--- src/rtl/uart_tx_pkg.sv ---
// uart_tx_pkg: shared state encoding and constants for the UART TX scheduler
package uart_tx_pkg;
  typedef enum logic [1:0] {
    IDLE      = 2'b00,
    LOAD      = 2'b01,
    WAIT_BUSY = 2'b10,
    WAIT_DONE = 2'b11
  } state_t;
  localparam int TIMEOUT_DEF = 16;
  localparam int BYTE_W = 8;
endpackage

--- src/rtl/uart_rr_arbiter.sv ---
// uart_rr_arbiter: picks the first set request after ptr, wrapping around
module uart_rr_arbiter #(
  parameter int NUM_REQ = 4,
  parameter int ID_W = $clog2(NUM_REQ)
) (
  input  logic [NUM_REQ-1:0] req,
  input  logic [ID_W-1:0]    ptr,
  output logic [NUM_REQ-1:0] win,
  output logic [ID_W-1:0]    win_id,
  output logic               any
);
  logic [ID_W-1:0] j;
  // Scan farthest-first so the nearest request after ptr is the one left standing
  always_comb begin
    win_id = '0;
    j = '0;
    for (int k = NUM_REQ; k > 0; k--) begin
      j = ID_W'((int'(ptr) + k) % NUM_REQ);
      if (req[j]) win_id = j;
    end
  end
  assign any = |req;
  assign win = any ? NUM_REQ'(1) << win_id : '0;
endmodule

--- src/rtl/uart_tx_sched.sv ---
// uart_tx_sched: round-robin scheduler sharing one UART TX among NUM_REQ byte sources,
// with per-requester lock for multi-byte messages and a watchdog on tx_busy.
module uart_tx_sched
  import uart_tx_pkg::*;
#(
  parameter int NUM_REQ = 4,
  parameter int TIMEOUT = TIMEOUT_DEF,
  parameter int ID_W = $clog2(NUM_REQ)
) (
  input  logic                      clck,
  input  logic                      rst,
  input  logic [NUM_REQ-1:0]        req,
  input  logic [NUM_REQ-1:0]        lock,
  input  logic [NUM_REQ*BYTE_W-1:0] req_data,
  output logic [NUM_REQ-1:0]        ack,
  output logic [NUM_REQ-1:0]        grant,
  output logic [ID_W-1:0]           grant_id,
  output logic [BYTE_W-1:0]         tx_p_data,
  output logic                      tx_data_valid,
  input  logic                      tx_busy,
  output logic                      err_timeout
);
  localparam int WD_W = $clog2(TIMEOUT + 1);
  state_t state, state_n;
  logic [ID_W-1:0] rr, rr_n, grant_id_n, win_id;
  logic [NUM_REQ-1:0] win, ack_n, grant_n;
  logic [WD_W-1:0] wd, wd_n;
  logic [BYTE_W-1:0] p_data_n, win_data, own_data;
  logic any, valid_n, err_n, keep;

  uart_rr_arbiter #(.NUM_REQ(NUM_REQ), .ID_W(ID_W)) u_arb (
    .req(req), .ptr(rr), .win(win), .win_id(win_id), .any(any)
  );

  assign win_data = req_data[int'(win_id)*BYTE_W +: BYTE_W];
  assign own_data = req_data[int'(grant_id)*BYTE_W +: BYTE_W];
  assign keep = lock[grant_id] & req[grant_id];

  // Every output is computed one cycle ahead so the ports come straight from flops
  always_comb begin
    state_n = state;
    rr_n = rr;
    wd_n = wd;
    grant_n = grant;
    grant_id_n = grant_id;
    p_data_n = tx_p_data;
    valid_n = 1'b0;
    ack_n = '0;
    err_n = 1'b0;
    case (state)
      IDLE: if (any && !tx_busy) begin
        state_n = LOAD;
        grant_n = win;
        grant_id_n = win_id;
        p_data_n = win_data;
        valid_n = 1'b1;
        ack_n = win;
      end
      LOAD: begin
        state_n = WAIT_BUSY;
        wd_n = '0;
      end
      WAIT_BUSY: if (tx_busy) state_n = WAIT_DONE;
        else if (wd == WD_W'(TIMEOUT - 1)) begin
          err_n = 1'b1;
          rr_n = grant_id;
          grant_n = '0;
          state_n = IDLE;
        end else wd_n = wd + 1'b1;
      WAIT_DONE: if (!tx_busy) begin
        if (keep) begin
          state_n = LOAD;
          p_data_n = own_data;
          valid_n = 1'b1;
          ack_n = grant;
        end else begin
          rr_n = grant_id;
          grant_n = '0;
          state_n = IDLE;
        end
      end
      default: state_n = IDLE;
    endcase
  end

  always_ff @(posedge clck or posedge rst) begin
    if (rst) begin
      state <= IDLE;
      rr <= ID_W'(NUM_REQ - 1);
      wd <= '0;
      grant <= '0;
      grant_id <= '0;
      tx_p_data <= '0;
      tx_data_valid <= 1'b0;
      ack <= '0;
      err_timeout <= 1'b0;
    end else begin
      state <= state_n;
      rr <= rr_n;
      wd <= wd_n;
      grant <= grant_n;
      grant_id <= grant_id_n;
      tx_p_data <= p_data_n;
      tx_data_valid <= valid_n;
      ack <= ack_n;
      err_timeout <= err_n;
    end
  end
endmodule

--- config.mk ---
export PLATFORM = sky130hd
export DESIGN_NAME = uart_tx_sched
export DESIGN_NICKNAME = d
export VERILOG_FILES = /design/src/rtl/uart_tx_pkg.sv /design/src/rtl/uart_rr_arbiter.sv /design/src/rtl/uart_tx_sched.sv
export SDC_FILE = /design/constraint.sdc
export NUM_CORES = 1
export LEC_CHECK = 0
export CORE_ASPECT_RATIO = 0.8
export CORE_UTILIZATION = 45
export CTS_CLUSTER_DIAMETER = 60
export DETAILED_ROUTE_END_ITERATION = 8
export PLACE_DENSITY = 0.86
export SETUP_SLACK_MARGIN = 0.15
export SYNTH_ARGS = -nofsm -noshare
export SYNTH_HDL_FRONTEND = slang
export SYNTH_SLANG_ARGS = --single-unit
export TNS_END_PERCENT = 1
--- constraint.sdc ---
create_clock -name clck -period 2.88 [get_ports clck]
set_input_delay 0.576 -clock clck [delete_from_list [all_inputs] [get_ports clck]]
set_output_delay 0.576 -clock clck [all_outputs]
set_load 0.01 [all_outputs]
==> impl_metrics.py <==
metrics = {
    "yosys": {
        "synth_most_common_cell": "dfrtp_1",
        "ys_top_cells_by_count": "dfrtp_1 (27), nand2_1 (21), nor2_1 (15)",
        "synth_cell_types": 52,
        "synthCells": 210,
        "yosys.area.top_type": "dfrtp_1",
        "ys_seq_area_frac": 0.367,
        "synthFlopType": "dfrtp_1",
        "synth.top_cells.by_area": "dfrtp_1 (34%), mux2_2 (6.2%), mux2i_1 (4.5%), nand2_1 (4.0%), ha_1 (3.8%)",
        "synth_warnings": 0,
        "ys_seq_elements": 29,
        "synth_edf_count": 0,
        "synth.top_cell.area_share": 0.340,
        "synth.avg_cell_area_um2": 9.46,
        "async_flop_share": 1.00,
        "synth_nets": 259,
        "syn_area_um2": 1990,
    },
    "pwr": {
        "power.total_mw": 2.29,
        "powerDensity_nw_per_um2": 820,
        "p_leak_nw": 1.14,
        "peakVddDrop_mv": 0.442,
    },
    "clock_network": {
        "clk_pin_slew_worst_paths_ps": 60,
        "cts_hold_buf": 0,
        "post-cts-setup-buffers": 0,
        "htree_levels": 2,
        "cts-resized-gates": 0,
        "ctsRootBufferMaster": "clkbuf_8",
        "clock_latency_ps": 290,
        "numCtsBuffers": 5,
        "clk_path_buf_depth": 2,
        "cts_tree": "built",
        "numClockSinks": 29,
    },
    "detailed_routing": {
        "route.vias.total": 1891,
        "dr.pass1.iters": 4,
        "drt-total-wl_um": 5160,
        "ant_nets": 0,
        "dr.max_layer_used": "met4",
        "wl_met2_um": 2320,
        "vias_per_cell": 5.64,
        "routedWlPerCell_um": 15.4,
        "drt_iter0_drc": 146,
        "wl_met3_um": 315,
        "wl_met1_um": 2430,
        "drc": 0,
    },
    "worst_hold_path": {
        "min_delay_path_depth": 2,
        "hp-class": "reg -> reg",
    },
    "placement": {
        "portBuffers": 62,
        "place_congestion": 0.808,
        "hpwlAfterDp_um": 3840,
        "place_area_um2": 2700,
        "dp.cells": 328,
    },
    "critical_path": {
        "worstSetupPathType": "in -> reg",
        "critPathBufInv": 2,
        "rr_worst_depth": 7,
        "path_max_fanout": 8,
        "worst_ep_required_time_ps": 3050,
        "path_delay_family": "simple AND/OR/NAND/NOR gates",
        "worstSetupStartpointType": "primary input",
        "path_cells": "clkdlybuf4s50_1 > nor4_4 > a21o_1 > buf_12 > nor2_2 > and3_1 > a2111oi_2",
        "worst_setup_path_end_kind": "flop",
        "crit_cells": 7,
        "critPathArrivalTime_ps": 2750,
        "slowest_delay_ps": 570,
        "worst_path_max_delay_cell": "clkdlybuf4s50_1",
    },
    "timing": {
        "slew_headroom": 0.515,
        "setup_viol": 0,
        "rsz0062_at_grt": "true",
        "fmax_mhz": 387,
        "finClkSkew_ps": 7.63,
        "tightest_slew_ps": 727,
        "slew_viol_final": 0,
        "tns_ps": 0,
        "finalHoldViolCount": 0,
        "min_period_ps": 2580,
        "finalCritPeriodShare": 0.897,
    },
    "floorplanning": {
        "die_h_um": 61.4,
        "fp-row-count": 21,
        "dieArea_um2": 4680,
        "coreArea_um2": 4200,
        "io_pins": 63,
        "fp.dieW_um": 76.3,
        "start_util": 0.472,
    },
    "status": {
        "status": "finished, final reports clean",
    },
    "finish": {
        "antenna_cells": 0,
        "fin_util": 0.665,
        "stdcell_count": 335,
        "final_cell_area_um2": 2800,
        "syn_to_final_growth_pct": 40.8,
        "drive_gt1_frac": 0.129,
        "fillers": 335,
        "fin_nets": 327,
    },
    "global_routing": {
        "grt_overflow": 0,
        "grt_max_degree": 21,
        "antenna_found_initial": 0,
        "grt_first_pass_wirelength_um": 8220,
        "grt.total_usage": 0.234,
        "grt_pass1_vias": 1761,
    },
    "run": {
        "maxCapViolCount": 0,
    },
}
-- tightest hold or removal path, stage by stage (launching register included) --
cell	delay [ps]
dfrtp_1	360
nand2_1	50
o21ai_0	60
-- kinds of logic (layout without fill, tap and decap cells) --
| family | Yosys count | after routing | synth area share |
|---|---|---|---|
| xor gates and xnor gates | 3 | 3 | 0.0132 |
| and+or+nand+nor | 82 | 82 | 0.229 |
| AOI/OAI and AO/OA | 51 | 51 | 0.192 |
| buffers and inverters | 17 | 85 | 0.0429 |
| DFF | 29 | 29 | 0.367 |
| adders and majority gates | 6 | 6 | 0.0378 |
| muxes | 22 | 22 | 0.119 |
-- registers in the layout (all words and copies together) (netlist names) --
signal	count
tx_data_valid	1
ack	4
wd	5
state	2
grant_id	2
err_timeout	1
grant	4
rr	2
tx_p_data	8
-- worst paths after layout --
check	end	start	slack (ps)
setup / recovery	tx_p_data[2]	req[1]	300
hold / removal	grant[0]	grant[0]	520
setup reg to reg	tx_p_data[2]	state[0]	610
hold reg to reg	grant[0]	grant[0]	520
max in group asynchronous	grant[3]	rst	1540
min in group asynchronous	wd[4]	rst	700
-- final cells by class --
class,instances,area [um2],area share
Tap cell,57,71.3,0.0255
Multi-Input combinational cell,164,1180,0.422
Timing Repair Buffer,71,701,0.251
Inverter,7,26.3,0.00940
Sequential cell,29,728,0.260
Clock inverter,1,7.51,0.00268
Clock buffer,6,82.6,0.0295
-- metal layers --
metal  global-route usage  up-vias
met5                    0        -
met1                0.322      907
met3               0.0548       10
met2                0.356       60
li1                     -      914
met4                0.113        0
-- per-stage QoR --
stage	hold slack (ps)	worst slack, ps
4_1_cts	522	248
3_3_place_gp	489	17.0
2_1_floorplan	476	811
3_5_place_dp	503	-45.3
6_report	517	298
5_1_grt	539	128
-- power by group --
| group | switching [mW] | internal, mW | leakage (nW) |
|---|---|---|---|
| clock | 0.159 | 0.188 | 0.0433 |
| combinational | 0.618 | 0.641 | 0.741 |
| sequential | 0.126 | 0.560 | 0.360 |
-- layout by cell type (no fill, tap or decap), types with 7 or more instances in the layout --
cell,count
mux2i_1,9
nand2_1,21
o22ai_1,9
nand2b_1,10
inv_1,7
clkdlybuf4s50_1,62
buf_4,8
o2bb2ai_1,7
mux2_2,11
nor2_1,15
a21oi_1,7
nor3_1,9
dfrtp_1,27
o21ai_0,7
nor2b_1,10
Power figures use the tool's default switching activity.
